`config.mk`:
```
export PLATFORM = sky130hd
export DESIGN_NAME = cyclic_decoder
export DESIGN_NICKNAME = d
export VERILOG_FILES = /design/src/rtl/cyclic_pkg.sv /design/src/rtl/cyclic_syndrome_lfsr.sv /design/src/rtl/cyclic_decoder.sv
export SDC_FILE = /design/constraint.sdc
export NUM_CORES = 1
export LEC_CHECK = 0
export ABC_AREA = 1
export CAP_MARGIN = 40
export CORE_MARGIN = 1
export CORE_UTILIZATION = 60
export DETAILED_ROUTE_END_ITERATION = 16
export DONT_BUFFER_PORTS = 1
export PLACE_DENSITY = 0.79
export SYNTH_ARGS = -nofsm -noshare
export SYNTH_HDL_FRONTEND = slang
export SYNTH_SLANG_ARGS = --single-unit
```
`constraint.sdc`:
```
create_clock -name clk -period 1.7 [get_ports clk]
set_input_delay 0.34 -clock clk [delete_from_list [all_inputs] [get_ports clk]]
set_output_delay 0.34 -clock clk [all_outputs]
set_load 0.01 [all_outputs]
```
`src/rtl/cyclic_pkg.sv`:
```
`default_nettype none
// ============================================================================
// Module      : cyclic_pkg
// Description : Shared definitions for the (7,4) cyclic code blocks:
//               code dimensions, generator polynomial g(x) = 1 + x + x^3,
//               decoder state encoding and the syndrome -> error-position map.
// Revision    : 1.0 - initial release
// ============================================================================
package cyclic_pkg;

    localparam int         N      = 7;        // codeword length
    localparam int         K      = 4;        // message length
    localparam logic [3:0] G_POLY = 4'b1011;  // {g3,g2,g1,g0}

    typedef enum logic [1:0] {
        RECV    = 2'd0,
        CORRECT = 2'd1,
        OUT     = 2'd2
    } state_t;

    // Syndrome of a single error at c_i is x^i mod g(x). Returns a one-hot
    // mask selecting the bit to flip (bit i = c_i), or zero for a clean word.
    function automatic logic [N-1:0] syn_to_err_mask(input logic [2:0] syn);
        logic [N-1:0] mask;
        case (syn)
            3'b001:  mask = 7'b0000001;
            3'b010:  mask = 7'b0000010;
            3'b100:  mask = 7'b0000100;
            3'b011:  mask = 7'b0001000;
            3'b110:  mask = 7'b0010000;
            3'b111:  mask = 7'b0100000;
            3'b101:  mask = 7'b1000000;
            default: mask = 7'b0000000;
        endcase
        return mask;
    endfunction

endpackage
`default_nettype wire

```
`src/rtl/cyclic_syndrome_lfsr.sv`:
```
`default_nettype none
// ============================================================================
// Module      : cyclic_syndrome_lfsr
// Description : 3-bit divide-by-g(x) register. Bits are fed highest degree
//               first; after a full word the register holds r(x) mod g(x).
// Ports       : clk, rst    - clock, synchronous active-high reset
//               clr         - synchronous clear (word boundary)
//               shift       - consume bit_in this cycle
//               bit_in      - next received bit
//               syn[2:0]    - current remainder {s2,s1,s0}
// Revision    : 1.0 - initial release
// ============================================================================
module cyclic_syndrome_lfsr
    import cyclic_pkg::*;
(
    input  logic       clk,
    input  logic       rst,
    input  logic       clr,
    input  logic       shift,
    input  logic       bit_in,
    output logic [2:0] syn
);

    logic [2:0] r_syn;
    logic       w_fb;

    // The top remainder bit overflows into x^3, which folds back as
    // x^3 = g0 + g1*x + g2*x^2 (mod g).
    assign w_fb = r_syn[2];

    always_ff @(posedge clk) begin
        if (rst || clr) begin
            r_syn <= 3'b000;
        end else if (shift) begin
            r_syn <= {r_syn[1] ^ (w_fb & G_POLY[2]),
                      r_syn[0] ^ (w_fb & G_POLY[1]),
                      bit_in   ^ (w_fb & G_POLY[0])};
        end
    end

    assign syn = r_syn;

endmodule
`default_nettype wire

```
`src/rtl/cyclic_decoder.sv`:
```
`default_nettype none
// ============================================================================
// Module      : cyclic_decoder
// Description : Serial (7,4) cyclic-code decoder. Receives c6..c0 one bit at
//               a time, computes the syndrome, corrects a single-bit error
//               and presents the message over a valid/ready handshake.
//               Keeps a saturating count of corrected words.
// Ports       : clk, rst          - clock, synchronous active-high reset
//               in_bit/in_valid   - received code bit stream
//               in_ready          - high while collecting bits
//               out_msg           - corrected message {m3,m2,m1,m0}
//               out_err           - nonzero syndrome (a bit was corrected)
//               out_syndrome      - final syndrome {s2,s1,s0}
//               out_valid/ready   - output handshake
//               err_count         - saturating corrected-word count
// Revision    : 1.0 - initial release
// ============================================================================
module cyclic_decoder
    import cyclic_pkg::*;
#(
    parameter int CNT_W = 16
) (
    input  logic             clk,
    input  logic             rst,
    input  logic             in_bit,
    input  logic             in_valid,
    output logic             in_ready,
    output logic [K-1:0]     out_msg,
    output logic             out_err,
    output logic [2:0]       out_syndrome,
    output logic             out_valid,
    input  logic             out_ready,
    output logic [CNT_W-1:0] err_count
);

    localparam logic [2:0] c_LAST_BIT = 3'(N - 1);

    state_t           r_state;
    state_t           w_state_nxt;
    logic [N-1:0]     r_buf;
    logic [2:0]       r_bit_cnt;
    logic [2:0]       w_syn;
    logic [N-1:0]     w_err_mask;
    logic [N-1:0]     w_fixed;
    logic             w_accept;
    logic             w_handshake;

    assign w_accept    = in_valid && in_ready;
    assign w_handshake = out_valid && out_ready;
    assign w_err_mask  = syn_to_err_mask(w_syn);
    assign w_fixed     = r_buf ^ w_err_mask;

    // ------------------------------------------------------------------
    // Syndrome divider
    // ------------------------------------------------------------------
    cyclic_syndrome_lfsr u_syndrome (
        .clk    (clk),
        .rst    (rst),
        .clr    (w_handshake),
        .shift  (w_accept),
        .bit_in (in_bit),
        .syn    (w_syn)
    );

    // ------------------------------------------------------------------
    // FSM
    // ------------------------------------------------------------------
    always_ff @(posedge clk) begin
        if (rst) begin
            r_state <= RECV;
        end else begin
            r_state <= w_state_nxt;
        end
    end

    always_comb begin
        w_state_nxt = r_state;
        in_ready    = 1'b0;
        out_valid   = 1'b0;
        case (r_state)
            RECV: begin
                in_ready = 1'b1;
                if (in_valid && (r_bit_cnt == c_LAST_BIT)) begin
                    w_state_nxt = CORRECT;
                end
            end
            CORRECT: begin
                w_state_nxt = OUT;
            end
            OUT: begin
                out_valid = 1'b1;
                if (out_ready) begin
                    w_state_nxt = RECV;
                end
            end
            default: begin
                w_state_nxt = RECV;
            end
        endcase
    end

    // ------------------------------------------------------------------
    // Receive buffer and bit counter. Buffer bit i holds c_i once the
    // word is complete because c6 arrives first and shifts up.
    // ------------------------------------------------------------------
    always_ff @(posedge clk) begin
        if (rst) begin
            r_buf     <= '0;
            r_bit_cnt <= 3'd0;
        end else if (w_handshake) begin
            r_buf     <= '0;
            r_bit_cnt <= 3'd0;
        end else if (r_state == CORRECT) begin
            r_buf     <= w_fixed;
        end else if (w_accept) begin
            r_buf     <= {r_buf[N-2:0], in_bit};
            r_bit_cnt <= r_bit_cnt + 3'd1;
        end
    end

    // ------------------------------------------------------------------
    // Output registers and error counter, loaded in the CORRECT cycle and
    // held until the next word is corrected.
    // ------------------------------------------------------------------
    always_ff @(posedge clk) begin
        if (rst) begin
            out_msg      <= '0;
            out_err      <= 1'b0;
            out_syndrome <= 3'b000;
            err_count    <= '0;
        end else if (r_state == CORRECT) begin
            out_msg      <= w_fixed[N-1:N-K];
            out_err      <= |w_syn;
            out_syndrome <= w_syn;
            if ((|w_syn) && (err_count != {CNT_W{1'b1}})) begin
                err_count <= err_count + CNT_W'(1);
            end
        end
    end

endmodule
`default_nettype wire

```
==> results.yml, run 1 <==
timing:
  finalClockSkew_ns: 0.0106
  grt_setup_unrepaired: "no"
  setup_violations: 0
  layout_min_cycle_time_ns: 1.50
  finalCritPeriodShare_pct: 88.5
  fin_tns_setup_ns: 0
  worst_pin_slew_ns: 0.408
  max-slew-margin-rel_pct: 72.7
  fmax_ghz: 0.665
  final_max_slew_viol_count: 0
  final_hold_viol_count: 0
routing:
  wl_per_cell_um: 12.3
  ant_nets: 0
  route.detailed.drc: 0
  vias: 1870
  viasPerCell: 5.40
  finalWirelength_um: 4270
  drtPass1Iterations: 4
  drt_iter0_drc: 128
grt:
  grt_pass1_wl_um: 7080
  gr-usage-met2_pct: 47.4
  grt_use_met3_pct: 8.30
  antenna_found_initial: 0
  grt_use_met1_pct: 30.8
  grt_max_degree: 23
  grt.busiest_layer: "met2"
  grt_pass1_vias: 1656
  grt_use_total_pct: 26.8
  grt_overflow: 0
synth:
  synth_cells: 288
  synth_area_sq_um: 1980
  synth_warnings: 0
  ys_types: 26
  yosysSeqAreaShare_pct: 39.5
  syn-num-nets: 296
  yosysTopAreaCell: "dfxtp_1"
  synth_top_area_share_pct: 39.5
  synthTopCellsByArea: "dfxtp_1, nand2_1, a21oi_1, nand3_1, nor2_1"
  ys_seq_elements: 39
  syn_area_per_cell_sq_um: 6.86
die:
  design.die.area_sq_um: 3530
  fp-row-count: 20
  die_y_um: 59.4
  initial_core_util_pct: 64.2
  ioPinCount: 31
  coreArea_sq_um: 3080
  die_x_um: 59.4
setup_path:
  cp_max_fo: 22
  r2r_setup_slack_ns: 0.20
  critPathMaxStageDelay_ns: 0.36
  required_ns: 1.94
  crit_family: "simple AND/OR/NAND/NOR gates"
  cp_slowest_cell: "dfxtp_1"
  endpoint_kind: "flop"
  crit_buf_inv: 1
  path_cells: "ha_1, inv_1, nor2_2, nand3_2, nand2_4, nand2_4, a21oi_1, nor2_1"
  start_kind: "flop"
  critPathKind: "flop to flop"
  cp.arrival_ns: 1.74
  cp_common_cell: "nand2_4"
cells_and_area:
  drive_gt1_share_pct: 10.3
  final_cell_mix: "nand2_1, dfxtp_1, nor2_1"
  fillCellCount: 277
  fin_cells: 346
  syn_to_final_growth_pct: 8.49
  antenna_cells: 0
  fin_nets: 311
  layout_commonest_cell: "nand2_1"
clock_network:
  cts_resized: 0
  clk_latency_ns: 0.34
  cts_tree: "yes"
  cts-root-buf: "clkbuf_4"
  cts_setup_buffers: 0
  cts_buffers: 5
  cts.clk_slew.worst_paths_ns: 0.11
  clock-sinks: 39
  hold_buffers: 0
  cts_htree_levels: 2
  cts_buffer_depth: 2
placement:
  dpl.hpwl_um: 3130
  numPortBuffers: 0
  placedCellCount: 340
  place.gp.congestion: 0.892
power:
  p_per_area_nw_per_um2: 687
  design_power_total_mw: 1.47
  power_leakage_nw: 0.817
  vdd_drop_max_mv: 0.518
min_path:
  hold_class: "primary input to flop"
flow_run:
  drv_cap: 0
run_status:
  status: "completed"
[path summary, 6_finish.rpt]
check,start,to,cells past startpoint
min,rst,err_count[9]$_SDFFE_PP0P_,1
max,err_count[0]$_SDFFE_PP0P_,err_count[10]$_SDFFE_PP0P_,8
min reg2reg,r_buf[0]$_SDFFE_PP0P_,r_buf[0]$_SDFFE_PP0P_,2
max reg2reg,err_count[0]$_SDFFE_PP0P_,err_count[10]$_SDFFE_PP0P_,8
[final cells by class]
class                           instances  area, sq um  area share [%]
Inverter                               32          120            5.60
Clock buffer                            6         41.3            1.93
Tap cell                               44         55.1            2.57
Sequential cell                        39          781            36.4
Timing Repair Buffer                   16          120            5.60
Multi-Input combinational cell        209         1030            47.9
[stage by stage]
stage                     setup slack, ns  util (%)  instance area, sq um  hold slack (ns)
after floorplan                     0.118         -                  1980            0.409
after global placement              0.244      68.3                  2100            0.407
after detailed placement            0.219      68.3                  2100            0.406
after CTS                           0.187      69.6                  2140           0.0406
after global routing               0.0508      69.6                  2140           0.0234
final                               0.195      69.6                  2140           0.0485
[where the power goes]
part | switching (mW) | internal (mW)
Clock | 0.285 | 0.147
Sequential | 0.0123 | 0.928
Combinational | 0.0658 | 0.0347
[sequential cells by signal, indices dropped and copies added (netlist names)]
signal and cells:
u_syndrome.syn 3, err_count 16, r_state 2, out_syndrome 3, out_err 1, out_msg 4
r_buf 7, r_bit_cnt 3
[logic make-up after synthesis]
| family | after synthesis | synth area share (%) |
|---|---|---|
| XOR/XNOR | 6 | 2.66 |
| buffers and inverters | 40 | 8.55 |
| AND/OR/NAND/NOR | 144 | 32.0 |
| adder cells (fa/ha/maj) | 3 | 1.90 |
| AO/OA/AOI/OAI | 56 | 15.3 |
| flip-flops | 39 | 39.5 |
[Yosys cell counts, drive strengths merged]
cell type	instances
nor2	36
buf	6
o21ai	20
nor3b	1
a31oi	4
clkbuf	2
inv	32
o21a	1
xnor2	2
nand4	7
a21oi	31
xor2	4
dfxtp	39
ha	3
nor3	2
nand3	27
nand2	71
[per-layer routing]
metal / share of wire (%) / routed length (um) / vias to the layer above
met1: 43 / 1820 / 848
met5: 0 / 0 / -
met3: 5.2 / 223 / 7
li1: - / - / 967
met4: 1.2 / 52 / 0
met2: 51 / 2170 / 48
Power figures use the tool's default switching activity.
==> run 2, diff against run 1 <==
--- a/config.mk
+++ b/config.mk
@@ -9,6 +9,7 @@
 export CAP_MARGIN = 40
 export CORE_MARGIN = 1
 export CORE_UTILIZATION = 60
+export CTS_CLUSTER_DIAMETER = 200
 export DETAILED_ROUTE_END_ITERATION = 16
 export DONT_BUFFER_PORTS = 1
 export PLACE_DENSITY = 0.79
==> results of run 2 <==
The final DEF is identical to that of run 1; final timing and power are the same.
